`config.mk`:
```
export PLATFORM = sky130hd
export DESIGN_NAME = port_info_dispatch
export DESIGN_NICKNAME = d
export VERILOG_FILES = /design/src/rtl/port_info_pkg.sv /design/src/rtl/port_info_fifo.sv /design/src/rtl/port_info_dispatch.sv
export SDC_FILE = /design/constraint.sdc
export NUM_CORES = 1
export LEC_CHECK = 0
export CAP_MARGIN = 40
export CORE_ASPECT_RATIO = 0.5
export CORE_MARGIN = 8
export CORE_UTILIZATION = 50
export CTS_BUF_LIST = sky130_fd_sc_hd__clkbuf_4 sky130_fd_sc_hd__clkbuf_8
export DETAILED_ROUTE_END_ITERATION = 16
export PLACE_DENSITY = 0.75
export SYNTH_ARGS = -nofsm -noshare
export SYNTH_HDL_FRONTEND = slang
export SYNTH_SLANG_ARGS = --single-unit
```
`constraint.sdc`:
```
create_clock -name clk -period 4.85 [get_ports clk]
set_input_delay 1.455 -clock clk [delete_from_list [all_inputs] [get_ports clk]]
set_output_delay 1.455 -clock clk [all_outputs]
set_load 0.005 [all_outputs]
```
`src/rtl/port_info_pkg.sv`:
```
// Shared types for the info-record dispatch slice: the packed record carried
// from info assembly and the per-port credit counter type.
package port_info_pkg;

    localparam int PORT_W    = 4;
    localparam int NUM_PORTS = 2 ** PORT_W;
    // Wide enough for any credit budget from 1 to 15.
    localparam int CREDIT_W  = 4;

    typedef struct packed {
        logic [PORT_W-1:0] port_num;
    } info_t;

    typedef logic [CREDIT_W-1:0] credit_t;

endpackage

```
`src/rtl/port_info_fifo.sv`:
```
// Small synchronous FIFO of info_t records with an explicit occupancy count
// so that full and empty are distinguished without an extra pointer bit.
module port_info_fifo
    import port_info_pkg::*;
#(
    parameter  int DEPTH = 4,
    localparam int PTR_W = $clog2(DEPTH),
    localparam int CNT_W = $clog2(DEPTH + 1)
) (
    input  logic             clk,
    input  logic             res,
    input  logic             push,
    input  info_t            push_info,
    input  logic             pop,
    output info_t            head_info,
    output logic [CNT_W-1:0] count
);

    localparam logic [CNT_W-1:0] DEPTH_C = CNT_W'(DEPTH);

    info_t            mem_r [DEPTH];
    logic [PTR_W-1:0] wr_ptr_r;
    logic [PTR_W-1:0] rd_ptr_r;
    logic [CNT_W-1:0] count_r;
    logic             push_ok_s;
    logic             pop_ok_s;

    // Qualify requests against the current occupancy.
    always_comb begin
        push_ok_s = push && (count_r != DEPTH_C);
        pop_ok_s  = pop && (count_r != CNT_W'(0));
    end

    // Storage, wrapping pointers and occupancy count.
    always_ff @(posedge clk or negedge res) begin
        if (!res) begin
            for (int i = 0; i < DEPTH; i++) begin
                mem_r[i] <= '0;
            end
            wr_ptr_r <= '0;
            rd_ptr_r <= '0;
            count_r  <= '0;
        end else begin
            if (push_ok_s) begin
                mem_r[wr_ptr_r] <= push_info;
                wr_ptr_r        <= wr_ptr_r + PTR_W'(1);
            end
            if (pop_ok_s) begin
                rd_ptr_r <= rd_ptr_r + PTR_W'(1);
            end
            case ({push_ok_s, pop_ok_s})
                2'b10:   count_r <= count_r + CNT_W'(1);
                2'b01:   count_r <= count_r - CNT_W'(1);
                default: count_r <= count_r;
            endcase
        end
    end

    assign head_info = mem_r[rd_ptr_r];
    assign count     = count_r;

endmodule

```
`src/rtl/port_info_dispatch.sv`:
```
// Buffers info records and issues each in order to its destination port only
// while that port holds a credit; a starved head blocks everything behind it.
module port_info_dispatch
    import port_info_pkg::*;
#(
    parameter  int DEPTH   = 4,
    parameter  int CREDITS = 2,
    localparam int CNT_W   = $clog2(DEPTH + 1)
) (
    input  logic                 clk,
    input  logic                 res,
    input  logic                 in_valid,
    output logic                 in_ready,
    input  info_t                in_info,
    output logic                 out_valid,
    input  logic                 out_ready,
    output info_t                out_info,
    input  logic [NUM_PORTS-1:0] credit_ret,
    output logic [NUM_PORTS-1:0] credit_avail,
    output logic [CNT_W-1:0]     fifo_count,
    output logic                 ovf_err
);

    localparam credit_t          CREDIT_MAX = credit_t'(CREDITS);
    localparam logic [CNT_W-1:0] DEPTH_C    = CNT_W'(DEPTH);

    credit_t          credit_r     [NUM_PORTS];
    credit_t          credit_nxt_s [NUM_PORTS];
    logic             ovf_r;
    logic             ovf_hit_s;
    logic             rdy_en_r;
    info_t            head_s;
    logic [CNT_W-1:0] count_s;
    logic             nonempty_s;
    logic             push_s;
    logic             pop_s;

    port_info_fifo #(.DEPTH(DEPTH)) u_fifo (
        .clk       (clk),
        .res       (res),
        .push      (push_s),
        .push_info (in_info),
        .pop       (pop_s),
        .head_info (head_s),
        .count     (count_s)
    );

    // Handshake and head presentation, all derived from registered state.
    always_comb begin
        nonempty_s = (count_s != CNT_W'(0));
        in_ready   = rdy_en_r && (count_s != DEPTH_C);
        out_valid  = nonempty_s && (credit_r[head_s.port_num] != credit_t'(0));
        if (nonempty_s) begin
            out_info = head_s;
        end else begin
            out_info = '0;
        end
        push_s     = in_valid && in_ready;
        pop_s      = out_valid && out_ready;
        fifo_count = count_s;
        ovf_err    = ovf_r;
    end

    // Per-port credit update: pop and return on the same port cancel out.
    always_comb begin
        ovf_hit_s = 1'b0;
        for (int p = 0; p < NUM_PORTS; p++) begin
            credit_avail[p] = (credit_r[p] != credit_t'(0));
            case ({credit_ret[p], pop_s && (head_s.port_num == PORT_W'(p))})
                2'b01: credit_nxt_s[p] = credit_r[p] - credit_t'(1);
                2'b10: begin
                    if (credit_r[p] == CREDIT_MAX) begin
                        credit_nxt_s[p] = credit_r[p];
                        ovf_hit_s       = 1'b1;
                    end else begin
                        credit_nxt_s[p] = credit_r[p] + credit_t'(1);
                    end
                end
                default: credit_nxt_s[p] = credit_r[p];
            endcase
        end
    end

    // Credit counters, sticky overflow flag and post-reset ready enable.
    always_ff @(posedge clk or negedge res) begin
        if (!res) begin
            for (int p = 0; p < NUM_PORTS; p++) begin
                credit_r[p] <= CREDIT_MAX;
            end
            ovf_r    <= 1'b0;
            rdy_en_r <= 1'b0;
        end else begin
            for (int p = 0; p < NUM_PORTS; p++) begin
                credit_r[p] <= credit_nxt_s[p];
            end
            ovf_r    <= ovf_r | ovf_hit_s;
            rdy_en_r <= 1'b1;
        end
    end

endmodule

```
== After elaboration in Yosys (flattened, before gate mapping) ==
Cells that the tools add are included.
W data, S select, Z words.

* Register bits: 89
* Input port bits: 24
* Output and inout port bits: 26
* Logic and storage cells: 301

* Add/subtract/negate cells: 36
* Magnitude comparators: 4
* Equality and inequality tests: 82
* Mux-type cells: 75
* Bitwise logic cells: 4
* Reductions and logical operators: 75

{| class="wikitable"
|+ Operators with widths
! kind !! number
|-
| $pmux W4 S2 || 16
|-
| $mux W4 || 22
|-
| $eq A4 B2 Y1 const B || 18
|-
| $reduce_bool A4 Y1 || 17
|-
| $add A4 B1 Y4 const B || 16
|-
| $sub A4 B1 Y4 const B || 16
|-
| $eq A2 B1 Y1 const B || 17
|-
| $eq A2 B2 Y1 const B || 17
|-
| $reduce_bool A2 Y1 || 17
|-
| $eq A4 B4 Y1 const B || 8
|-
| $mux W1 || 32
|-
| $ne A2 B2 Y1 const B || 16
|-
| $reduce_and A2 Y1 || 16
|-
| $logic_and A1 B1 Y1 || 23
|-
| $bmux W4 S4 || 1
|-
| $bwmux W16 || 1
|-
| $eq A4 B3 Y1 const B || 4
|-
| $bmux W4 S2 || 1
|-
| $demux W4 S2 || 1
|-
| $ge A3 B3 Y1 const B || 2
|-
| $not A2 Y3 || 2
|-
| $pmux W3 S2 || 1
|-
| $ge A5 B5 Y1 const B || 1
|-
| $not A4 Y5 || 1
|-
| 9 further kinds || 10
|}

== Depth between registers and ports, before layout ==
Gate-level depths: netlist (run 1).

* Depth after elaboration: 45
* Depth in mapped cells: 19
* Depth with buffers taken out: 14

== Cells and area by module ==
A second synthesis (run 1) with hierarchy kept.

* Cells, all modules: 707
* Area total of the unflattened synthesis: 7090.6 um^2

{| class="wikitable"
|+ By module, submodules not included
! module !! times used !! cells an instance !! area an instance (um^2) !! sequential area each (um^2)
|-
| port_info_dispatch || 1 || 631 || 5984.5 || 1671.6
|-
| port_info_fifo || 1 || 76 || 1106.1 || 575.6
|}

== Least setup slack after synthesis (run 1) ==
Ideal clock, no wire load.

* Kind: register -> register
* Start: register u_fifo.rd_ptr_r[0]
* End: register credit_r[11] in the netlist's numbering
* Setup time: 0.120 ns
* Data arrival time: 4.002 ns
* Required time: 4.730 ns
* Slack: 0.728 ns
* Stages on the path, launching flop included: 17
* Path buffers: 4
* Clock period less this slack: 4.122 ns
* Cells stage by stage: dfrtp_1 > buf_6 > mux4_2 > buf_2 > inv_2 > mux4_2 > a21oi_1 > nor3_1 > clkbuf_1 > or4_1 > clkbuf_1 > nand2_1 > ha_1 > a21o_1 > a21o_1 > or3_1 > a31o_2

* Cells in the longest elaborated chain, start to end: 15
* Elaborated cells between the ends (all ways): 19
* Classes of those cells: 4 x eq/ne; 7 x mux; 2 x bitwise; 6 x reduce/logical

{| class="wikitable"
|+ Ends and longest elaborated chain
! what !! line !! source
|-
| start, declared || port_info_fifo.sv:23 || <nowiki>logic [PTR_W-1:0] rd_ptr_r;</nowiki>
|-
| start signal, assigned || port_info_fifo.sv:49 || <nowiki>rd_ptr_r <= rd_ptr_r + PTR_W'(1);</nowiki>
|-
| $not A2 Y3 (not written as such) * || port_info_fifo.sv:59 || <nowiki>assign head_info = mem_r[rd_ptr_r];</nowiki>
|-
| $bmux W4 S2 * || port_info_fifo.sv:59 ||
|-
| $mux W4 (not written as such) * (2 in series) || port_info_fifo.sv:59 ||
|-
| $not A4 Y5 (not written as such) || port_info_dispatch.sv:52 || <nowiki>out_valid = nonempty_s && (credit_r[head_s.port_num] != credit_t'(0));</nowiki>
|-
| $bmux W4 S4 || port_info_dispatch.sv:52 ||
|-
| $mux W4 (not written as such) (2 in series) || port_info_dispatch.sv:52 ||
|-
| $reduce_bool A4 Y1 || port_info_dispatch.sv:52 ||
|-
| $logic_and A1 B1 Y1 || port_info_dispatch.sv:52 ||
|-
| $logic_and A1 B1 Y1 || port_info_dispatch.sv:59 || <nowiki>pop_s = out_valid && out_ready;</nowiki>
|-
| $logic_and A1 B1 Y1 * || port_info_dispatch.sv:69 || <nowiki>case ({credit_ret[p], pop_s && (head_s.port_num == PORT_W'(p))})</nowiki>
|-
| $eq A2 B2 Y1 / $eq A2 B1 Y1 (equally long branches) || port_info_dispatch.sv:69 ||
|-
| $ne A2 B2 Y1 (no line) / $reduce_bool A2 Y1 (equally long branches) || - ||
|-
| $reduce_and A2 Y1 (no line) || - ||
|-
| end signal, assigned by index || port_info_dispatch.sv:94 || <nowiki>credit_r[p] <= credit_nxt_s[p];</nowiki>
|-
| end, declared || port_info_dispatch.sv:27 || <nowiki>credit_t credit_r [NUM_PORTS];</nowiki>
|}

Mark *: on every way between the ends. The rest lies on a longest branch, timed or not. The select of a mux whose other input is x is not followed.
A chain may end at the register's enable or synchronous reset.

== Worst setup path after layout (run 1) ==
* Start: register u_fifo.rd_ptr_r[0]
* End: output port out_valid

* Cells in the longest elaborated chain, start to end: 10

{| class="wikitable"
|+ Ends and longest elaborated chain
! what !! line !! source
|-
| $not A2 Y3 (not written as such) || port_info_fifo.sv:59 ||
|-
| $bmux W4 S2 || port_info_fifo.sv:59 ||
|-
| $mux W4 (not written as such) (2 in series) || port_info_fifo.sv:59 ||
|-
| $not A4 Y5 (not written as such) || port_info_dispatch.sv:52 ||
|-
| $bmux W4 S4 || port_info_dispatch.sv:52 ||
|-
| $mux W4 (not written as such) (2 in series) || port_info_dispatch.sv:52 ||
|-
| $reduce_bool A4 Y1 || port_info_dispatch.sv:52 ||
|-
| $logic_and A1 B1 Y1 || port_info_dispatch.sv:52 ||
|-
| end, declared || port_info_dispatch.sv:15 || <nowiki>output logic out_valid,</nowiki>
|}

Every way passes these cells. The select of a mux whose other input is x is not followed.

==> results.sh, run 1 <==
export IMPL_status="complete, no violations"
export IMPL_fmax_mhz=212.5
export IMPL_syn_area_mm2=0.006026
export IMPL_fp_dieW_um=171.3
export IMPL_yosysWarnings=0
export IMPL_crit_fanout=9
export IMPL_placed_cell_area_mm2=0.006763
export IMPL_grt_pass1_vias=4603
export IMPL_antenna_cells=0
export IMPL_via_count=4679
export IMPL_globalRouteTotalUtil_pct=17.87
export IMPL_cts_tree="built"
export IMPL_timing_slew_headroom_pct=51.44
export IMPL_place_ws_ps=410.9
export IMPL_htree_levels=3
export IMPL_cts_sinks=89
export IMPL_drv_cap=0
export IMPL_pwr_share_clk_pct=10.9
export IMPL_setup_tns_final_ps=0
export IMPL_drv_slew=0
export IMPL_netSwitchingFraction_pct=42.78
export IMPL_instances_no_fill=802
export IMPL_fin_area_mm2=0.007147
export IMPL_fill_cells=997
export IMPL_die_area_mm2=0.01603
export IMPL_area_delta_synth_final_pct=18.60
export IMPL_viasPerCell=5.834
export IMPL_grt_overflow=0
export IMPL_num_rows=28
export IMPL_syn_inst=562
export IMPL_place_inst=775
export IMPL_p_per_area_mw_per_mm2=809.9
export IMPL_ys_seq_area_share_pct=37.29
export IMPL_synth_area_leaders="dfrtp_1 30%, mux2_2 9.0%, ha_1 7.7%"
export IMPL_whs_ps=488.0
export IMPL_yosys_area_top_type="dfrtp_1"
export IMPL_dr_pass1_iters=5
export IMPL_required_ps=3390
export IMPL_gp_congestion=0.8769
export IMPL_synth_nets=640
export IMPL_dp_hpwl_um=10480
export IMPL_clock_root_buffer="clkbuf_8"
export IMPL_combPwrFrac_pct=58.9
export IMPL_grt_antenna_before_repair=0
export IMPL_min_period_ps=4707
export IMPL_routedWlPerCell_um=18.01
export IMPL_boundaryPins=50
export IMPL_p_leak_nw=3.037
export IMPL_synth_edff_count=0
export IMPL_clk_pin_slew_ps=90
export IMPL_yosys_area_top_type_share_pct=30.32
export IMPL_path_class="reg2out"
export IMPL_cp_arrival_ps=3250
export IMPL_dr_first_iter_drc_count=297
export IMPL_worst_pin_slew_ps=720.7
export IMPL_worst_slack_ps=143.2
export IMPL_finalSetupViolCount=0
export IMPL_initial_core_util_pct=51.19
export IMPL_cp_slowest_stage_delay_ps=650
export IMPL_insertion_delay_ps=370
export IMPL_hold_viol=0
export IMPL_wirelength_um=14440
export IMPL_crit_buf_inv=3
export IMPL_dr_wl_met2_um=6662
export IMPL_top_layer="met4"
export IMPL_grt_pass1_wl_um=22960
export IMPL_synth_common_cells="73 x dfrtp_1, 48 x mux2_2, 42 x nand2_1"
export IMPL_cp_common_cell="mux4_2"
export IMPL_nets=710
export IMPL_grt_max_degree=45
export IMPL_drt_met1_wl_um=6506
export IMPL_ys_ff_latch=89
export IMPL_ir_drop_uv=315.1
export IMPL_crit_family="multiplexers"
export IMPL_cp_start_kind="flip-flop"
export IMPL_fin_crit_sh_pct=97.05
export IMPL_end_kind="output pin"
export IMPL_synth_avg_cell_area_um2=10.72
export IMPL_seq_power_share_pct=30.2
export IMPL_drive_above_1_share_pct=18.68
export IMPL_port_buffers=49
export IMPL_crit_chain="buf_4 -> mux4_2 -> inv_4 -> mux4_2 -> a21oi_1 -> nor3_2 -> nor2_1 -> clkdlybuf4s50_1"
export IMPL_fin_skew_ps=12.91
export IMPL_worst_hold_path_type="reg2reg"
export IMPL_regArea_mm2=0.002248
export IMPL_holdBufCountCts=0
export IMPL_multi_input_comb_area_mm2=0.003711
export IMPL_p_int_mw=3.312
export IMPL_final_antenna_net_count=0
export IMPL_rsz0062_at_grt="no"
export IMPL_synthMostInstantiatedCell="dfrtp_1"
export IMPL_p_sw_mw=2.476
export IMPL_ys_async_sr_fraction_pct=100.0
export IMPL_cpMaxStageDelayCell="mux4_2"
export IMPL_core_area_mm2=0.01177
export IMPL_cts_buffer_depth=2
export IMPL_cts_made_buffers=9
export IMPL_yosys_cell_types_count=54
export IMPL_route_met3_wl_um=1074
export IMPL_die_y_um=93.63
export IMPL_yosys_most_used_dff="dfrtp_1"
export IMPL_drcViolationCount=0
==> layer usage <==
| layer | up-vias | GRT usage, % |
|---|---|---|
| met2 | 134 | 29.08 |
| met5 | - | 0 |
| met3 | 19 | 4.245 |
| li1 | 2193 | - |
| met4 | 0 | 5.248 |
| met1 | 2333 | 23.47 |
==> power by group through the flow <==
stage	clock, mW	combinational, mW	sequential (mW)
after detailed placement	0	3.17	1.71
final	0.630	3.41	1.75
after global placement	0	3.08	1.69
after global routing	0.675	3.75	1.82
after CTS	0.647	3.20	1.70
after floorplan	0	2.40	1.56
==> what timing repair did <==
item | in CTS | in global routing
setup buffers | 0 | 9
gates resized for setup | 0 | 4
setup endpoints to repair | 0 | 1
==> placed cells by master, fill, tap and decap left out, types with 3 or more instances in the layout <==
master / n
clkdlybuf4s50_1: 48
a21o_1: 19
inv_1: 9
buf_4: 22
nand2_1: 42
dfstp_2: 16
mux2i_1: 30
or4_1: 7
bufinv_16: 3
nand3_1: 6
nor4_1: 4
a21oi_1: 29
fa_1: 17
o2bb2ai_1: 3
and3_1: 5
clkbuf_8: 9
nor2_1: 29
o41ai_1: 3
o21ai_0: 15
nand2b_1: 18
xor2_1: 16
nand3b_1: 3
nor3_1: 34
xnor2_1: 34
mux2_2: 48
ha_1: 37
mux4_2: 6
dfrtp_1: 72
or3_1: 7
==> layout make-up <==
type                            count  area share, %
Multi-Input combinational cell    450          51.93
Sequential cell                    89          31.46
Timing Repair Buffer               72          9.699
Tap cell                          165          2.889
Clock buffer                        9          1.733
Clock inverter                      7          1.733
Inverter                           10         0.5602
==> final timing paths <==
| path | startpoint | endpoint | slack, ps | cells past startpoint |
|---|---|---|---|---|
| worst max-delay path | u_fifo.rd_ptr_r[0]$_DFFE_PN0P_ | out_valid | 140 | 8 |
| worst min-delay path | credit_r[19]$_DFFE_PN0P_ | credit_r[19]$_DFFE_PN0P_ | 490 | 1 |
| worst max register to register | u_fifo.rd_ptr_r[0]$_DFFE_PN0P_ | credit_r[51]$_DFFE_PN0P_ | 270 | 16 |
| worst min register to register | credit_r[19]$_DFFE_PN0P_ | credit_r[19]$_DFFE_PN0P_ | 490 | 1 |
| max in group asynchronous | res | credit_r[49]$_DFFE_PN1P_ | 3160 | 2 |
| min in group asynchronous | res | credit_r[11]$_DFFE_PN0P_ | 1000 | 1 |
==> cell families after synthesis <==
family	Yosys count	share of synthesized area, %
AO/OA/AOI/OAI	92	10.11
XOR/XNOR	50	7.267
adder cells (fa/ha/maj)	54	13.33
buffers and inverters	25	2.076
flip-flops	89	37.29
multiplexers	84	15.99
other	1	0.06223
AND/OR/NAND/NOR	167	13.87
==> worst register-to-register path, cell delays in order (launching register included) <==
cell and delay [ps]:
dfrtp_2 390, buf_4 190, mux4_2 650, inv_4 170, mux4_2 530, a21oi_1 190, nor3_2 90, buf_4 150
buf_4 150, or3_1 440, o21ai_0 450, ha_1 330, a21o_1 180, a21oi_1 190, nand3b_1 100, o31a_1 140
xnor2_1 120
==> metrics by stage <==
step	total power, mW	utilization (%)
2_1_floorplan	3.959	-
3_5_place_dp	4.884	57.45
6_report	5.788	60.71
5_1_grt	6.247	60.71
4_1_cts	5.549	59.56
3_3_place_gp	4.776	57.22
==> sequential cells by signal, summed over array words and instances (netlist names) <==
signal,cells
u_fifo.wr_ptr_r,2
u_fifo.rd_ptr_r,2
u_fifo.mem_r,16
ovf_err,1
u_fifo.count,3
credit_r,64
rdy_en_r,1
No activity file was read; power rests on OpenSTA's default activity.
==> run 2: changes to the inputs <==
--- a/config.mk
+++ b/config.mk
@@ -5,6 +5,7 @@
 export SDC_FILE = /design/constraint.sdc
 export NUM_CORES = 1
 export LEC_CHECK = 0
+export ABC_AREA = 1
 export CAP_MARGIN = 40
 export CORE_ASPECT_RATIO = 0.5
 export CORE_MARGIN = 8
@@ -12,6 +13,8 @@
 export CTS_BUF_LIST = sky130_fd_sc_hd__clkbuf_4 sky130_fd_sc_hd__clkbuf_8
 export DETAILED_ROUTE_END_ITERATION = 16
 export PLACE_DENSITY = 0.75
+export SKIP_LAST_GASP = 1
 export SYNTH_ARGS = -nofsm -noshare
 export SYNTH_HDL_FRONTEND = slang
 export SYNTH_SLANG_ARGS = --single-unit
+export TNS_END_PERCENT = 50
==> run 2 against run 1 <==
Against the previous run: sequential power down 3%; routed wire length up 20%; count of clock-buffer cells in the layout unchanged; core utilization down 2.9 points; worst setup slack better by 330 ps; sequential share of layout area down 2.9 points; critical path depth up 8; synthesized cell count up 65%; final cell count up 46%; combinational power up 15%; sequential cell count unchanged; critical path type unchanged; critical endpoint unchanged; largest power group unchanged; highest routed layer unchanged.
==> results.sh, run 2 <==
export IMPL_status="complete, no violations"
export IMPL_grt_max_degree=58
export IMPL_regMostFlops="credit_r"
export IMPL_p_per_area_mw_per_mm2=779.9
export IMPL_drv_cap=0
export IMPL_holdBufCountCts=0
export IMPL_synth_common_cells="272 x nand2_1, 123 x inv_1, 95 x nand3_1"
export IMPL_timing_slew_headroom_pct=45.30
export IMPL_insertion_delay_ps=380
export IMPL_drt_met1_wl_um=8169
export IMPL_cts_resized=0
export IMPL_dr_pass1_iters=6
export IMPL_synth_edff_count=0
export IMPL_cts_buffer_depth=2
export IMPL_instances_no_fill=1171
export IMPL_viasPerCell=5.392
export IMPL_r2r_setup_slack_ps=1190
export IMPL_routedWlPerCell_um=14.79
export IMPL_placed_cell_area_mm2=0.007675
export IMPL_fin_crit_sh_pct=90.33
export IMPL_grt_pass1_vias=6048
export IMPL_yosysWarnings=0
export IMPL_p_leak_nw=3.922
export IMPL_fill_cells=1298
export IMPL_gp_congestion=0.8943
export IMPL_drive_above_1_share_pct=10.42
export IMPL_initial_core_util_pct=51.40
export IMPL_dp_hpwl_um=13230
export IMPL_crit_start="u_fifo.rd_ptr_r[0]$_DFFE_PN0P_"
export IMPL_path_class="reg2out"
export IMPL_cts_tree="built"
export IMPL_syn_area_mm2=0.006984
export IMPL_ys_ff_latch=89
export IMPL_grt_antenna_before_repair=0
export IMPL_rr_endpoint="credit_r[7]$_DFFE_PN0P_"
export IMPL_crit_end="out_valid"
export IMPL_wirelength_um=17320
export IMPL_fin_skew_ps=14.22
export IMPL_cts_sinks=89
export IMPL_die_y_um=99.57
export IMPL_setup_tns_final_ps=0
export IMPL_min_period_ps=4381
export IMPL_synth_area_leaders="dfrtp_1 26%, nand2_1 15%, nand3_1 6.8%"
export IMPL_largest_reg_flops=64
export IMPL_boundaryPins=50
export IMPL_final_antenna_net_count=0
export IMPL_yosys_area_top_type="dfrtp_1"
export IMPL_cp_start_kind="flip-flop"
export IMPL_antenna_cells=0
export IMPL_worst_pin_slew_ps=819.7
export IMPL_cp_arrival_ps=2930
export IMPL_dr_wl_met2_um=7759
export IMPL_fp_dieW_um=183.1
export IMPL_area_delta_synth_final_pct=12.54
export IMPL_top_layer="met4"
export IMPL_utilization_pct=57.85
export IMPL_grt_pass1_wl_um=29060
export IMPL_crit_fanout=38
export IMPL_required_ps=3390
export IMPL_syn_inst=925
export IMPL_core_area_mm2=0.01359
export IMPL_rsz0062_at_grt="no"
export IMPL_layout_commonest_cell="nand2_1"
export IMPL_power_mw=6.130
export IMPL_num_rows=30
export IMPL_clock_root_buffer="clkbuf_8"
export IMPL_clk_pin_slew_ps=110
export IMPL_yosys_most_used_dff="dfrtp_1"
export IMPL_synth_nets=1003
export IMPL_port_buffers=49
export IMPL_hold_viol=0
export IMPL_place_inst=1155
export IMPL_ys_async_sr_fraction_pct=100.0
export IMPL_via_count=6314
export IMPL_rr_startpoint="u_fifo.rd_ptr_r[0]$_DFFE_PN0P_"
export IMPL_cts_made_buffers=9
export IMPL_globalRouteTotalUtil_pct=19.33
export IMPL_nets=1052
export IMPL_grt_overflow=0
export IMPL_layout_common_cells="272 x nand2_1, 123 x inv_1, 95 x nand3_1, 73 x dfrtp_1, 52 x nor2_1"
export IMPL_htree_levels=3
export IMPL_yosys_cell_types_count=37
export IMPL_die_area_mm2=0.01824
export IMPL_fmax_mhz=228.3
export IMPL_route_met3_wl_um=1162
export IMPL_fin_area_mm2=0.007860
export IMPL_ys_seq_area_share_pct=32.17
export IMPL_multi_input_comb_area_mm2=0.004131
export IMPL_drv_slew=0
export IMPL_end_kind="output pin"
export IMPL_dr_first_iter_drc_count=454
export IMPL_yosys_area_top_type_share_pct=26.16
export IMPL_post_cts_buffers=0
export IMPL_finalSetupViolCount=0
export IMPL_synthMostInstantiatedCell="nand2_1"
export IMPL_regArea_mm2=0.002247
export IMPL_drcViolationCount=0
export IMPL_worst_hold_path_type="reg2reg"
export IMPL_reg2reg_depth=25
export IMPL_ir_drop_uv=422.3
export IMPL_synth_avg_cell_area_um2=7.550
[run 2: per-layer routing]
metal / vias to the layer above / GRT usage (%)
met3: 25 / 3.419
met5: - / 0
li1: 3127 / -
met4: 0 / 4.161
met2: 199 / 30.94
met1: 2963 / 26.89
[run 2: through the flow]
stage	hold WS [ps]	setup WS (ps)
2_1_floorplan	463.5	1488
3_3_place_gp	488.8	926.0
3_5_place_dp	497.4	905.4
4_1_cts	522.2	457.7
5_1_grt	539.7	225.4
6_report	516.0	468.9
[run 2: worst min-delay path by stage]
| stage | startpoint | endpoint | slack [ps] | cells after the start |
|---|---|---|---|---|
| finish | credit_r[43]$_DFFE_PN0P_ | credit_r[43]$_DFFE_PN0P_ | 520 | 2 |
| global route | u_fifo.mem_r[15]$_DFFE_PN0P_ | u_fifo.mem_r[15]$_DFFE_PN0P_ | 540 | 1 |
| CTS | credit_r[43]$_DFFE_PN0P_ | credit_r[43]$_DFFE_PN0P_ | 520 | 2 |
| detailed placement | credit_r[43]$_DFFE_PN0P_ | credit_r[43]$_DFFE_PN0P_ | 500 | 2 |
| global placement | credit_r[43]$_DFFE_PN0P_ | credit_r[43]$_DFFE_PN0P_ | 490 | 2 |
| floorplan | credit_r[43]$_DFFE_PN0P_ | credit_r[43]$_DFFE_PN0P_ | 460 | 2 |
[run 2: power by group]
| part | internal (mW) | switching, mW |
|---|---|---|
| registers | 1.18 | 0.517 |
| logic | 1.50 | 2.42 |
| clock network | 0.197 | 0.316 |
| total | 2.88 | 3.25 |
[run 2: worst max-delay path, cell delays in order (launching register included)]
cell,delay [ps]
dfrtp_1,520
inv_4,100
nand2_1,80
nand3_2,70
nand2_1,70
buf_4,330
nand2_1,90
nand2_1,70
nand2_1,50
nand2_1,70
nand2_1,60
nand2_1,80
inv_1,40
nand2_1,100
nor2_4,60
a21oi_2,200
clkdlybuf4s50_1,550
[run 2: cells by family (layout without fill, tap and decap cells)]
family                   count (synthesis)  in the layout  synth area share, %
flip-flops                              89             89                32.17
adder cells (fa/ha/maj)                 54             54                11.50
AO/OA/AOI/OAI                           76             76                7.452
AND/OR/NAND/NOR                        503            503                32.80
multiplexers                            16             16                2.580
buffers and inverters                  148            202                8.671
XOR/XNOR                                38             38                4.765
other                                    1              1              0.05369
[run 2: cell type report]
class / instances / share of cell area (%)
inverter: 128 / 6.145
tap: 192 / 3.056
sequential: 89 / 28.59
clock inverter: 7 / 0.7800
clock buffer: 9 / 1.576
timing repair buffer: 58 / 7.291
multi-input combinational: 688 / 52.56
